$ cat config.mk
export PLATFORM = sky130hd
export DESIGN_NAME = cla_adder_pipe_flat
export DESIGN_NICKNAME = d
export VERILOG_FILES = /design/src/rtl/cla_adder_pipe_if.sv /design/src/rtl/cla_adder_pipe.sv /design/src/flat_wrapper.sv
export SDC_FILE = /design/constraint.sdc
export NUM_CORES = 1
export LEC_CHECK = 0
export ABC_AREA = 1
export CORE_MARGIN = 1.5
export CORE_UTILIZATION = 59
export DETAILED_ROUTE_END_ITERATION = 8
export GPL_ROUTABILITY_DRIVEN = 0
export PLACE_DENSITY = 0.78
export SYNTH_ARGS = -nofsm -noshare
export SYNTH_HDL_FRONTEND = slang
export SYNTH_SLANG_ARGS = --single-unit
export TNS_END_PERCENT = 20
$ cat constraint.sdc
create_clock -name clk -period 17.9 [get_ports clk]
set_input_delay 5.37 -clock clk [delete_from_list [all_inputs] [get_ports clk]]
set_output_delay 5.37 -clock clk [all_outputs]
set_load 0.03 [all_outputs]
$ cat src/rtl/cla_adder_pipe_if.sv
// cla_adder_pipe_if: operand/result handshake bundle for cla_adder_pipe (out_zero/out_ovf present when CLA_ADDER_PIPE_FLAGS_EN is defined)
interface cla_adder_pipe_if #(
    parameter int WIDTH = 32
);
    logic             in_valid;
    logic             in_ready;
    logic [WIDTH-1:0] in_a;
    logic [WIDTH-1:0] in_b;
    logic             in_cin;
    logic             in_sub;
    logic             out_valid;
    logic             out_ready;
    logic [WIDTH-1:0] out_sum;
    logic             out_cout;
`ifdef CLA_ADDER_PIPE_FLAGS_EN
    logic             out_zero;
    logic             out_ovf;
`endif

    modport slave (
        input  in_valid, in_a, in_b, in_cin, in_sub, out_ready,
`ifdef CLA_ADDER_PIPE_FLAGS_EN
        output out_zero, out_ovf,
`endif
        output in_ready, out_valid, out_sum, out_cout
    );

    modport master (
        output in_valid, in_a, in_b, in_cin, in_sub, out_ready,
`ifdef CLA_ADDER_PIPE_FLAGS_EN
        input  out_zero, out_ovf,
`endif
        input  in_ready, out_valid, out_sum, out_cout
    );
endinterface

$ cat src/rtl/cla_adder_pipe.sv
// cla_adder_pipe: pipelined carry-lookahead adder/subtractor, one BLK-bit lookahead block per stage; define CLA_ADDER_PIPE_FLAGS_EN for out_zero/out_ovf
module cla_adder_pipe #(
    parameter int WIDTH = 32,
    parameter int BLK   = 4
) (
    input logic             clk,
    input logic             rst,
    cla_adder_pipe_if.slave bus
);
    localparam int NSTG = (BLK < 1) ? 1 : WIDTH / BLK;

    if (BLK < 1 || (WIDTH % ((BLK < 1) ? 1 : BLK)) != 0) begin : g_bad_cfg
        $error("cla_adder_pipe: WIDTH must be a positive multiple of BLK");
    end

    function automatic logic [BLK:0] cla_carries(
        input logic [BLK-1:0] x,
        input logic [BLK-1:0] y,
        input logic           ci
    );
        logic [BLK-1:0] g;
        logic [BLK-1:0] p;
        logic [BLK:0]   cv;
        logic           t;
        g     = x & y;
        p     = x ^ y;
        cv    = '0;
        cv[0] = ci;
        for (int i = 0; i < BLK; i++) begin
            t = ci;
            for (int m = 0; m <= i; m++) t = t & p[m];
            cv[i+1] = t;
            for (int j = 0; j <= i; j++) begin
                t = g[j];
                for (int m = j + 1; m <= i; m++) t = t & p[m];
                cv[i+1] = cv[i+1] | t;
            end
        end
        return cv;
    endfunction

    logic             adv;
    logic             v [NSTG];
    logic             c [NSTG];
    logic [WIDTH-1:0] s [NSTG];
    logic [WIDTH-1:0] a [NSTG];
    logic [WIDTH-1:0] b [NSTG];
`ifdef CLA_ADDER_PIPE_FLAGS_EN
    logic [WIDTH-1:0] last_sum;
    logic             last_cout;
    logic             last_cmsb;
    logic             zero_q;
    logic             ovf_q;
`endif

    assign adv          = !(bus.out_valid && !bus.out_ready);
    assign bus.in_ready = adv;
    assign bus.out_valid = v[NSTG-1];
    assign bus.out_sum   = s[NSTG-1];
    assign bus.out_cout  = c[NSTG-1];

    for (genvar k = 0; k < NSTG; k++) begin : g_stg
        logic             pv;
        logic             pc;
        logic [WIDTH-1:0] pa;
        logic [WIDTH-1:0] pb;
        logic [WIDTH-1:0] ps;
        logic [WIDTH-1:0] ns;
        logic [BLK:0]     cv;
        if (k == 0) begin : g_src
            assign pv = bus.in_valid;
            assign pc = bus.in_sub | bus.in_cin;
            assign pa = bus.in_a;
            assign pb = bus.in_b ^ {WIDTH{bus.in_sub}};
            assign ps = '0;
        end else begin : g_src
            assign pv = v[k-1];
            assign pc = c[k-1];
            assign pa = a[k-1];
            assign pb = b[k-1];
            assign ps = s[k-1];
        end
        assign cv = cla_carries(pa[BLK*k +: BLK], pb[BLK*k +: BLK], pc);
        // insert this block's sum bits into the partial result passed down the pipe
        always_comb begin
            ns                = ps;
            ns[BLK*k +: BLK]  = pa[BLK*k +: BLK] ^ pb[BLK*k +: BLK] ^ cv[BLK-1:0];
        end
        // stage register: every stage moves together on advance, holds on stall
        always_ff @(posedge clk or posedge rst) begin
            if (rst) begin
                v[k] <= 1'b0;
                c[k] <= 1'b0;
                s[k] <= '0;
                a[k] <= '0;
                b[k] <= '0;
            end else if (adv) begin
                v[k] <= pv;
                c[k] <= cv[BLK];
                s[k] <= ns;
                a[k] <= pa;
                b[k] <= pb;
            end
        end
`ifdef CLA_ADDER_PIPE_FLAGS_EN
        if (k == NSTG - 1) begin : g_last
            assign last_sum  = ns;
            assign last_cout = cv[BLK];
            assign last_cmsb = cv[BLK-1];
        end
`endif
    end

`ifdef CLA_ADDER_PIPE_FLAGS_EN
    // flags are captured with the final stage so they line up with out_sum
    always_ff @(posedge clk or posedge rst) begin
        if (rst) begin
            zero_q <= 1'b0;
            ovf_q  <= 1'b0;
        end else if (adv) begin
            zero_q <= (last_sum == '0);
            ovf_q  <= last_cout ^ last_cmsb;
        end
    end

    assign bus.out_zero = zero_q;
    assign bus.out_ovf  = ovf_q;
`endif
endmodule

$ cat src/flat_wrapper.sv
// flat-port wrapper written by rule: the top's interface ports become plain ports
module cla_adder_pipe_flat 
#(
    parameter int WIDTH = 32,
    parameter int BLK   = 4
)
  (clk, rst, bus_in_valid, bus_in_a, bus_in_b, bus_in_cin, bus_in_sub, bus_out_ready, bus_in_ready, bus_out_valid, bus_out_sum, bus_out_cout);
  cla_adder_pipe_if #(.WIDTH(WIDTH)) bus_i ();
  input logic clk;
  input logic rst;
  input wire logic [$bits(bus_i.in_valid)-1:0] bus_in_valid;
  input wire logic [$bits(bus_i.in_a)-1:0] bus_in_a;
  input wire logic [$bits(bus_i.in_b)-1:0] bus_in_b;
  input wire logic [$bits(bus_i.in_cin)-1:0] bus_in_cin;
  input wire logic [$bits(bus_i.in_sub)-1:0] bus_in_sub;
  input wire logic [$bits(bus_i.out_ready)-1:0] bus_out_ready;
  output wire logic [$bits(bus_i.in_ready)-1:0] bus_in_ready;
  output wire logic [$bits(bus_i.out_valid)-1:0] bus_out_valid;
  output wire logic [$bits(bus_i.out_sum)-1:0] bus_out_sum;
  output wire logic [$bits(bus_i.out_cout)-1:0] bus_out_cout;
  assign bus_i.in_valid = bus_in_valid;
  assign bus_i.in_a = bus_in_a;
  assign bus_i.in_b = bus_in_b;
  assign bus_i.in_cin = bus_in_cin;
  assign bus_i.in_sub = bus_in_sub;
  assign bus_i.out_ready = bus_out_ready;
  assign bus_in_ready = bus_i.in_ready;
  assign bus_out_valid = bus_i.out_valid;
  assign bus_out_sum = bus_i.out_sum;
  assign bus_out_cout = bus_i.out_cout;
  cla_adder_pipe #(.WIDTH(WIDTH), .BLK(BLK)) u_core (.clk(clk), .rst(rst), .bus(bus_i));
endmodule
==> results of run 1 <==
==> layer usage <==
metal | global-route usage [%] | share of wire, % | up-vias
li1 | - | - | 5389
met1 | 31.5 | 48 | 5163
met2 | 32.6 | 45 | 223
met3 | 2.74 | 3.8 | 59
met4 | 7.31 | 2.8 | 0
met5 | 0 | 0 | -
==> power groups by stage <==
stage | Combinational (mW) | Sequential [mW] | Clock [mW]
2_1_floorplan | 0.694 | 1.49 | 0
3_3_place_gp | 0.938 | 1.46 | 0
3_5_place_dp | 0.982 | 1.47 | 0
4_1_cts | 1.00 | 1.47 | 0.781
5_1_grt | 1.15 | 1.51 | 0.818
6_report | 0.991 | 1.47 | 0.765
==> sequential cells by signal, summed over array words and instances, names as in the netlist <==
register              count
u_core.bus.out_cout       1
u_core.bus.out_sum       32
u_core.bus.out_valid      1
u_core.g_stg.pa         112
u_core.g_stg.pb         112
u_core.g_stg.pc           7
u_core.g_stg.ps         112
u_core.g_stg.pv           7
==> area by class of cell <==
cell class                      count  area share, %
Timing Repair Buffer              112           6.23
Clock buffer                       58           6.10
Tap cell                          335           2.33
Multi-Input combinational cell   1121           29.1
Clock inverter                      7          0.598
Sequential cell                   384           53.4
Inverter                          104           2.25
==> how the worst min path moves through the flow <==
stage | from | endpoint | slack, ps | depth (start not counted)
3_3_place_gp | u_core.g_stg[7].pv$_DFFE_PP0N_ | u_core.bus.out_valid$_DFFE_PP0N_ | 430 | 2
4_1_cts | u_core.g_stg[6].pb[29]$_DFFE_PP0N_ | u_core.g_stg[7].pb[29]$_DFFE_PP0N_ | 450 | 2
2_1_floorplan | u_core.g_stg[7].pv$_DFFE_PP0N_ | u_core.bus.out_valid$_DFFE_PP0N_ | 420 | 2
6_report | u_core.g_stg[7].pv$_DFFE_PP0N_ | u_core.bus.out_valid$_DFFE_PP0N_ | 460 | 2
5_1_grt | u_core.g_stg[6].pb[29]$_DFFE_PP0N_ | u_core.g_stg[7].pb[29]$_DFFE_PP0N_ | 480 | 2
3_5_place_dp | u_core.g_stg[7].pv$_DFFE_PP0N_ | u_core.bus.out_valid$_DFFE_PP0N_ | 450 | 2
==> critical path: stages <==
cell	delay, ps
clkdlybuf4s50_1	450
nor2_4	110
buf_4	720
inv_8	440
clkdlybuf4s50_1	750
==> Yosys cell counts <==
| cell | count | area, µm² |
|---|---|---|
| buf_4 | 12 | 90.1 |
| xor2_1 | 4 | 35.0 |
| nor2_1 | 18 | 67.6 |
| a21oi_1 | 5 | 25.0 |
| nand4_1 | 3 | 18.8 |
| inv_2 | 1 | 3.75 |
| o21ai_1 | 94 | 470 |
| nand3_1 | 22 | 110 |
| clkbuf_1 | 22 | 82.6 |
| nand3b_1 | 8 | 60.1 |
| o22ai_1 | 5 | 31.3 |
| ha_1 | 40 | 500 |
| o21ai_0 | 98 | 490 |
| buf_6 | 12 | 135 |
| nor2_4 | 1 | 11.3 |
| inv_1 | 103 | 387 |
| clkbuf_4 | 1 | 7.51 |
| xnor2_1 | 37 | 324 |
| nand2_1 | 778 | 2920 |
| dfrtp_1 | 384 | 9610 |
| fa_1 | 8 | 160 |
| buf_2 | 41 | 205 |
==> kinds of logic (layout without fill, tap and decap cells) <==
kind of cell | after synthesis | in the layout
AO/OA/AOI/OAI | 202 | 202
XOR/XNOR | 41 | 41
adder cells (fa/ha/maj) | 48 | 48
buffers and inverters | 192 | 281
flip-flops | 384 | 384
AND/OR/NAND/NOR | 830 | 830
==> per-stage QoR <==
stage | instance area (µm²) | utilization, % | power, mW | hold WS [ps] | setup slack, ps
after floorplan | 15700 | - | 2.19 | 423 | 1860
after global placement | 16800 | 64.2 | 2.40 | 435 | 4570
after global routing | 18000 | 68.8 | 3.48 | 479 | 4370
after detailed placement | 16800 | 64.2 | 2.46 | 450 | 4560
after CTS | 18000 | 68.8 | 3.25 | 454 | 4570
final | 18000 | 68.8 | 3.22 | 460 | 4550
==> impl_metrics.csv, run 1 <==
group,metric,value,unit
status,status,"finished with violations",
status,violations,"DRC",
power,power.leakage,9.06,nW
routing,vias_per_cell,5.11,
logic_synthesis,synth-xor-area-share,2.28,%
clocking,cts-root-buf,"clkbuf_16",
finish,register_area,0.00961,mm²
sta,rsz0062_at_grt,"no",
power,swShare,35.2,%
power,combPwrFrac,30.8,%
logic_synthesis,syn_area,0.0157,mm²
sta,finalCriticalPeriod,13350,ps
setup_path,cp-startpoint,"bus_out_ready",
logic_synthesis,synth_cell_types,22,
logic_synthesis,syn_nets,1815,
power,switchingPower,1.14,mW
logic_synthesis,yosys_warnings,0,
routing,first_pass_iters,7,
logic_synthesis,synth_top_family_by_area,"simple AND/OR/NAND/NOR gates",
min_path,hold_class,"reg2reg",
global_routing,grt_pass1_wl,49300,µm
setup_path,critPathCaptureType,"primary output",
routing,drt_iter0_drc,1125,
placed_design,port_buffers,104,
finish,drive_above_1_share,3.53,%
logic_synthesis,synthAdderAreaFrac,4.20,%
routing,drt_wl_total,28100,µm
finish,diodes,0,
global_routing,track_usage,21.2,%
routing,drtAntennaViolNets,0,
clocking,h-tree-depth,2,
sta,fin_setup_tns,0,ps
die,die_x,166,µm
setup_path,worstPathRequired,12530,ps
finish,layout.cells.most_common,"nand2_1",
placed_design,dp.cells,2056,
clocking,cts-resized-gates,0,
logic_synthesis,synth_mux_area_share,0,%
die,start_util,60.3,%
logic_synthesis,avgSynthCellArea,9.28,µm²
die,core,0.0261,mm²
clocking,cts_tree,"built",
finish,nets,1880,
clocking,cts_hold_buf,0,
sta,finClkSkew,9.52,ps
sta,finalCritPeriodShare,74.6,%
sta,hold_viol,0,
die,die-area,0.0277,mm²
finish,multi_input_area,0.00523,mm²
sta,setup_violations,0,
die,pin_count,105,
clocking,cts_sinks,384,
logic_synthesis,netlist_instances,1697,
die,die_h,166,µm
die,placementRows,59,
finish,final_cell_mix,"nand2_1 (778), dfrtp_1 (384), clkdlybuf4s50_1 (103), inv_1 (102), o21ai_0 (98)",
placed_design,detailed_place_hpwl,16500,µm
clocking,clkSlewWorstSetupHoldPaths,60,ps
finish,instances_no_fill,2121,
setup_path,path_max_fanout,155,
finish,syn_to_final_growth,14.2,%
clocking,clk_path_buf_depth,3,
setup_path,crit_type,"in2out",
sta,drv_slew,0,
clocking,clock_latency,520,ps
setup_path,r2r-end,"u_core.g_stg[4].pb[24]$_DFFE_PP0N_",
power,power.share.sequential,45.5,%
setup_path,r2r_start,"u_core.bus.out_valid$_DFFE_PP0N_",
sta,tightest_slew,1060,ps
sta,fmax,74.9,MHz
routing,post-route-drc-count,14,
setup_path,crit_arrival,7980,ps
clocking,cts_made_buffers,39,
clocking,cts_setup_buffers,0,
setup_path,rrSetupSlack,14030,ps
logic_synthesis,ys_seq_area_share,61.0,%
power,peakVddDrop,0.0947,mV
finish,nFillCells,2032,
power,p_per_area,179,mW/mm²
global_routing,overflow,0,
logic_synthesis,synth-seq-cells,384,
global_routing,antenna_found_initial,0,
routing,wl_per_cell,13.3,µm
logic_synthesis,yosys.area_share.simple,20.2,%
job,maxCapViolCount,0,
global_routing,grt_max_degree,231,
logic_synthesis,synth_compound_area_share,6.46,%
routing,num_vias,10800,
sta,max_slew_margin,29.0,%
power,clkPwrFrac,23.7,%
setup_path,cp-endpoint,"bus_in_ready",
setup_path,start_kind,"input pin",
global_routing,grt_pass1_vias,10600,
setup_path,r2r_cells,8,
power,p_int,2.09,mW
No activity file was read; power rests on OpenSTA's default activity.
==> run 2, diff against run 1 <==
Settings changed: CORE_UTILIZATION 59 to 53, PLACE_DENSITY 0.78 to 0.74.
Clock period 17.9 ns to 11.04 ns, I/O delays scaled along.
==> run 2 against run 1 <==
  * The flow now finishes without violations
  * Hold slack worse by 0.61 ps
  * Sequential power is 61% higher
  * Global-route usage is 2.3 points lower
  * Largest cell class unchanged
==> impl_metrics.csv, run 2 (synthesis results as in run 1) <==
group,metric,value,unit
finish,syn_to_final_growth,14.9,%
finish,diodes,0,
status,status,"finished, final reports clean",
min_path,hold_class,"reg2reg",
clocking,cts-root-buf,"clkbuf_16",
die,die-area,0.0308,mm²
sta,hold_viol,0,
clocking,cts_tree,"built",
finish,drive_above_1_share,4.14,%
global_routing,grt_pass1_vias,10100,
routing,wl_per_cell,12.6,µm
min_path,min_to,"u_core.bus.out_valid$_DFFE_PP0N_",
global_routing,grt_pass1_wl,48500,µm
routing,post-route-drc-count,0,
clocking,cts_setup_buffers,0,
global_routing,track_usage,18.8,%
placed_design,pre_cts_ws,2370,ps
sta,fin_setup_tns,0,ps
power,peakVddDrop,0.118,mV
finish,nets,1880,
sta,hold-worst-slack,460,ps
power,p_total,5.24,mW
setup_path,r2r-end,"u_core.g_stg[1].pb[18]$_DFFE_PP0N_",
die,placementRows,62,
clocking,clock_latency,520,ps
power,p_per_area,290,mW/mm²
sta,finClkSkew,13.2,ps
setup_path,rrSetupSlack,7510,ps
setup_path,start_kind,"input pin",
clocking,h-tree-depth,2,
setup_path,path_max_fanout,177,
finish,final_cell_mix,"nand2_1 (778), dfrtp_1 (384), clkdlybuf4s50_1 (103), inv_1 (102), o21ai_0 (98)",
sta,finalCriticalPeriod,8610,ps
sta,rsz0062_at_grt,"no",
clocking,clkSlewWorstSetupHoldPaths,60,ps
global_routing,antenna_found_initial,0,
routing,first_pass_iters,5,
sta,tightest_slew,1080,ps
min_path,min_path_cells,2,
setup_path,r2r_cells,6,
routing,drtAntennaViolNets,0,
die,die_x,175,µm
setup_path,cp-startpoint,"bus_out_ready",
setup_path,crit_type,"in2out",
placed_design,detailed_place_hpwl,16300,µm
routing,vias_per_cell,4.86,
die,pin_count,105,
sta,fmax,116,MHz
routing,drt_iter0_drc,823,
setup_path,r2r_start,"u_core.bus.out_valid$_DFFE_PP0N_",
clocking,cts_sinks,384,
global_routing,grt_max_degree,206,
sta,setup_slack,2430,ps
die,core,0.0289,mm²
clocking,cts_hold_buf,0,
clocking,clk_path_buf_depth,3,
routing,drt_wl_total,27500,µm
setup_path,crit_arrival,5300,ps
global_routing,overflow,0,
sta,setup_violations,0,
clocking,cts-resized-gates,0,
clocking,cts_made_buffers,38,
setup_path,worstPathRequired,7730,ps
routing,num_vias,10600,
sta,finalCritPeriodShare,78.0,%
power,power.leakage,9.10,nW
setup_path,critPathCaptureType,"primary output",
die,die_h,175,µm
min_path,hp-start,"u_core.g_stg[7].pv$_DFFE_PP0N_",
job,maxCapViolCount,0,
finish,layout.cells.most_common,"nand2_1",
finish,nFillCells,2375,
die,start_util,54.4,%
sta,max_slew_margin,28.3,%
sta,drv_slew,0,
placed_design,port_buffers,104,
[run 2: report_power, final]
| part | leakage, nW | switching [mW] | internal, mW |
|---|---|---|---|
| Sequential | 4.72 | 0.330 | 2.04 |
| Clock | 0.631 | 0.514 | 0.767 |
| Combinational | 3.75 | 0.988 | 0.603 |
| Total | 9.10 | 1.83 | 3.41 |
[run 2: layout make-up]
type | count | area [µm²] | share of cell area [%]
clock buffer | 56 | 1150 | 6.36
sequential | 384 | 9610 | 53.1
timing repair buffer | 113 | 1120 | 6.17
clock inverter | 11 | 109 | 0.602
inverter | 104 | 402 | 2.22
multi-input combinational | 1121 | 5230 | 28.9
tap | 384 | 480 | 2.66
[run 2: through the flow]
step	cells	utilization, %	cell area [µm²]
6_report	2173	62.5	18100
5_1_grt	2173	62.5	18100
4_1_cts	2173	62.5	18100
3_3_place_gp	2106	58.2	16800
2_1_floorplan	1697	-	15700
3_5_place_dp	2106	58.2	16800
[run 2: worst max-delay path by stage]
stage | end | slack, ps | cells past startpoint
final | bus_in_ready | 2430 | 4
after global routing | bus_in_ready | 2290 | 4
after CTS | bus_in_ready | 2360 | 4
after detailed placement | bus_in_ready | 2370 | 4
after global placement | bus_in_ready | 2360 | 4
after floorplan | u_core.bus.out_cout$_DFFE_PP0N_ | 2570 | 1
[run 2: metal layers]
metal / routed length, µm / part of all wire, % / track usage, % / vias to the layer above
met5: 0 / 0 / 0 / -
met4: 450 / 1.6 / 4.67 / 0
met3: 1020 / 3.7 / 3.05 / 43
met2: 11900 / 43 / 27.7 / 172
met1: 14100 / 51 / 29.3 / 4953
li1: - / - / - / 5394
[run 2: critical path: stages]
cell,delay [ps]
clkdlybuf4s50_1,510
nor2_4,70
inv_8,590
clkdlybuf4s50_1,820
==> run 3, diff against run 2 <==
Clock period 11.04 ns to 7.6 ns, I/O delays scaled along.
==> run 3 against run 2 <==
  * Combinational power grew 46%
  * Global-route usage is 0.14 points higher
  * Hold slack lost 6.1 ps
  * Power is 46% higher
  * Clock skew fell by 3.6 ps
  * First-iteration DRC count decreased by 4.1%
  * Flip-flop and latch count unchanged
  * Final area is 0.42% higher
  * Final cell count increased by 0.18%
  * Sequential share of layout area fell by 0.22 points
  * Utilization rose by 0.26 points
  * Die area did not move
  * Critical path type unchanged
  * Largest cell class unchanged
==> impl_metrics.csv, run 3 (synthesis results as in run 1) <==
group,metric,value,unit
routing,num_vias,10700,
routing,wl_per_cell,12.7,µm
sta,finClkSkew,9.57,ps
finish,nFillCells,2371,
global_routing,antenna_found_initial,0,
power,peakVddDrop,0.196,mV
clocking,cts-resized-gates,0,
clocking,cts_setup_buffers,0,
die,core,0.0289,mm²
finish,drive_above_1_share,4.29,%
routing,first_pass_iters,7,
sta,setup_violations,0,
finish,instances_no_fill,2177,
finish,diodes,0,
power,p_total,7.67,mW
sta,setup_slack,1380,ps
global_routing,grt_pass1_wl,48900,µm
routing,drtAntennaViolNets,0,
min_path,hold_class,"reg2reg",
die,die_x,175,µm
die,placementRows,62,
setup_path,path_max_fanout,92,
sta,max_slew_margin,25.3,%
placed_design,detailed_place_hpwl,16300,µm
sta,finalCriticalPeriod,6220,ps
global_routing,grt_max_degree,258,
global_routing,overflow,0,
clocking,clock_latency,520,ps
power,power.leakage,9.13,nW
sta,finalCritPeriodShare,81.8,%
clocking,cts_hold_buf,0,
routing,post-route-drc-count,0,
finish,design_area,0.0182,mm²
routing,highest-signal-layer,"met4",
sta,rsz0062_at_grt,"no",
placed_design,dp.cells,2108,
routing,drt_wl_total,27600,µm
finish,layout.cells.most_common,"nand2_1",
die,die-area,0.0308,mm²
routing,drt_iter0_drc,789,
setup_path,crit_type,"in2out",
finish,final_util,62.8,%
sta,fin_setup_tns,0,ps
finish,final_cell_mix,"nand2_1 (778), dfrtp_1 (384), clkdlybuf4s50_1 (103), inv_1 (102), o21ai_0 (98)",
global_routing,grt_pass1_vias,10400,
setup_path,crit_arrival,3940,ps
clocking,cts_tree,"built",
routing,vias_per_cell,4.89,
finish,syn_to_final_growth,15.4,%
setup_path,start_kind,"input pin",
die,pin_count,105,
placed_design,placed_area,0.0169,mm²
global_routing,track_usage,19.0,%
routing,drt-met1-wl,14000,µm
status,status,"finished, final reports clean",
job,maxCapViolCount,0,
sta,fmax,161,MHz
power,p_per_area,422,mW/mm²
routing,dr_wl_met3,1220,µm
clocking,clk_path_buf_depth,3,
clocking,cts-root-buf,"clkbuf_16",
setup_path,worstPathRequired,5320,ps
setup_path,critPathCaptureType,"primary output",
clocking,clkSlewWorstSetupHoldPaths,50,ps
sta,drv_slew,0,
sta,hold_viol,0,
clocking,cts_made_buffers,40,
die,die_h,175,µm
placed_design,pre_cts_ws,1330,ps
die,start_util,54.4,%
finish,nets,1884,
sta,tightest_slew,1120,ps
clocking,cts_sinks,384,
clocking,h-tree-depth,2,
routing,wl_met2,12000,µm
placed_design,port_buffers,104,
sta,hold-worst-slack,454,ps
[run 3: cell types whose count changed in the layout (fill, tap and decap cells not counted)]
cell and change:
buf_12 +1, buf_4 +1, clkbuf_1 +1, clkbuf_16 +2, clkbuf_8 -1, clkinv_2 -2, clkinvlp_4 +2, inv_6 -1
inv_8 +1
[run 3: area by class of cell]
cell class,instances,area [µm²],share of cell area (%)
Clock inverter,11,116,0.641
Clock buffer,58,1190,6.55
Tap cell,384,480,2.64
Timing Repair Buffer,115,1140,6.30
Inverter,104,402,2.21
Sequential cell,384,9610,52.9
Multi-Input combinational cell,1121,5230,28.8
[run 3: worst max-delay path, stage by stage]
cell,delay (ps)
clkdlybuf4s50_1,500
nor2_4,70
inv_8,320
clkdlybuf4s50_1,770
[run 3: metal layers]
layer	vias up	track usage [%]
met5	-	0
met4	0	4.84
met3	43	3.10
met2	207	28.1
met1	5003	29.3
li1	5397	-
[run 3: final timing paths]
kind                                             startpoint                                 end  slack [ps]  cells past startpoint
setup / recovery                              bus_out_ready                        bus_in_ready        1380                      4
hold / removal               u_core.g_stg[7].pv$_DFFE_PP0N_    u_core.bus.out_valid$_DFFE_PP0N_         450                      2
setup reg to reg           u_core.bus.out_valid$_DFFE_PP0N_  u_core.g_stg[1].pb[15]$_DFFE_PP0N_        3920                      6
hold reg to reg              u_core.g_stg[7].pv$_DFFE_PP0N_    u_core.bus.out_valid$_DFFE_PP0N_         450                      2
max in group asynchronous                               rst  u_core.g_stg[1].pa[24]$_DFFE_PP0N_        4020                      4
min in group asynchronous                               rst   u_core.g_stg[2].pb[9]$_DFFE_PP0N_        2260                      3
[run 3: report_power, final]
part | internal, mW | switching [mW] | total (mW)
registers | 2.97 | 0.476 | 3.44
logic | 0.883 | 1.43 | 2.32
clock network | 1.15 | 0.759 | 1.91
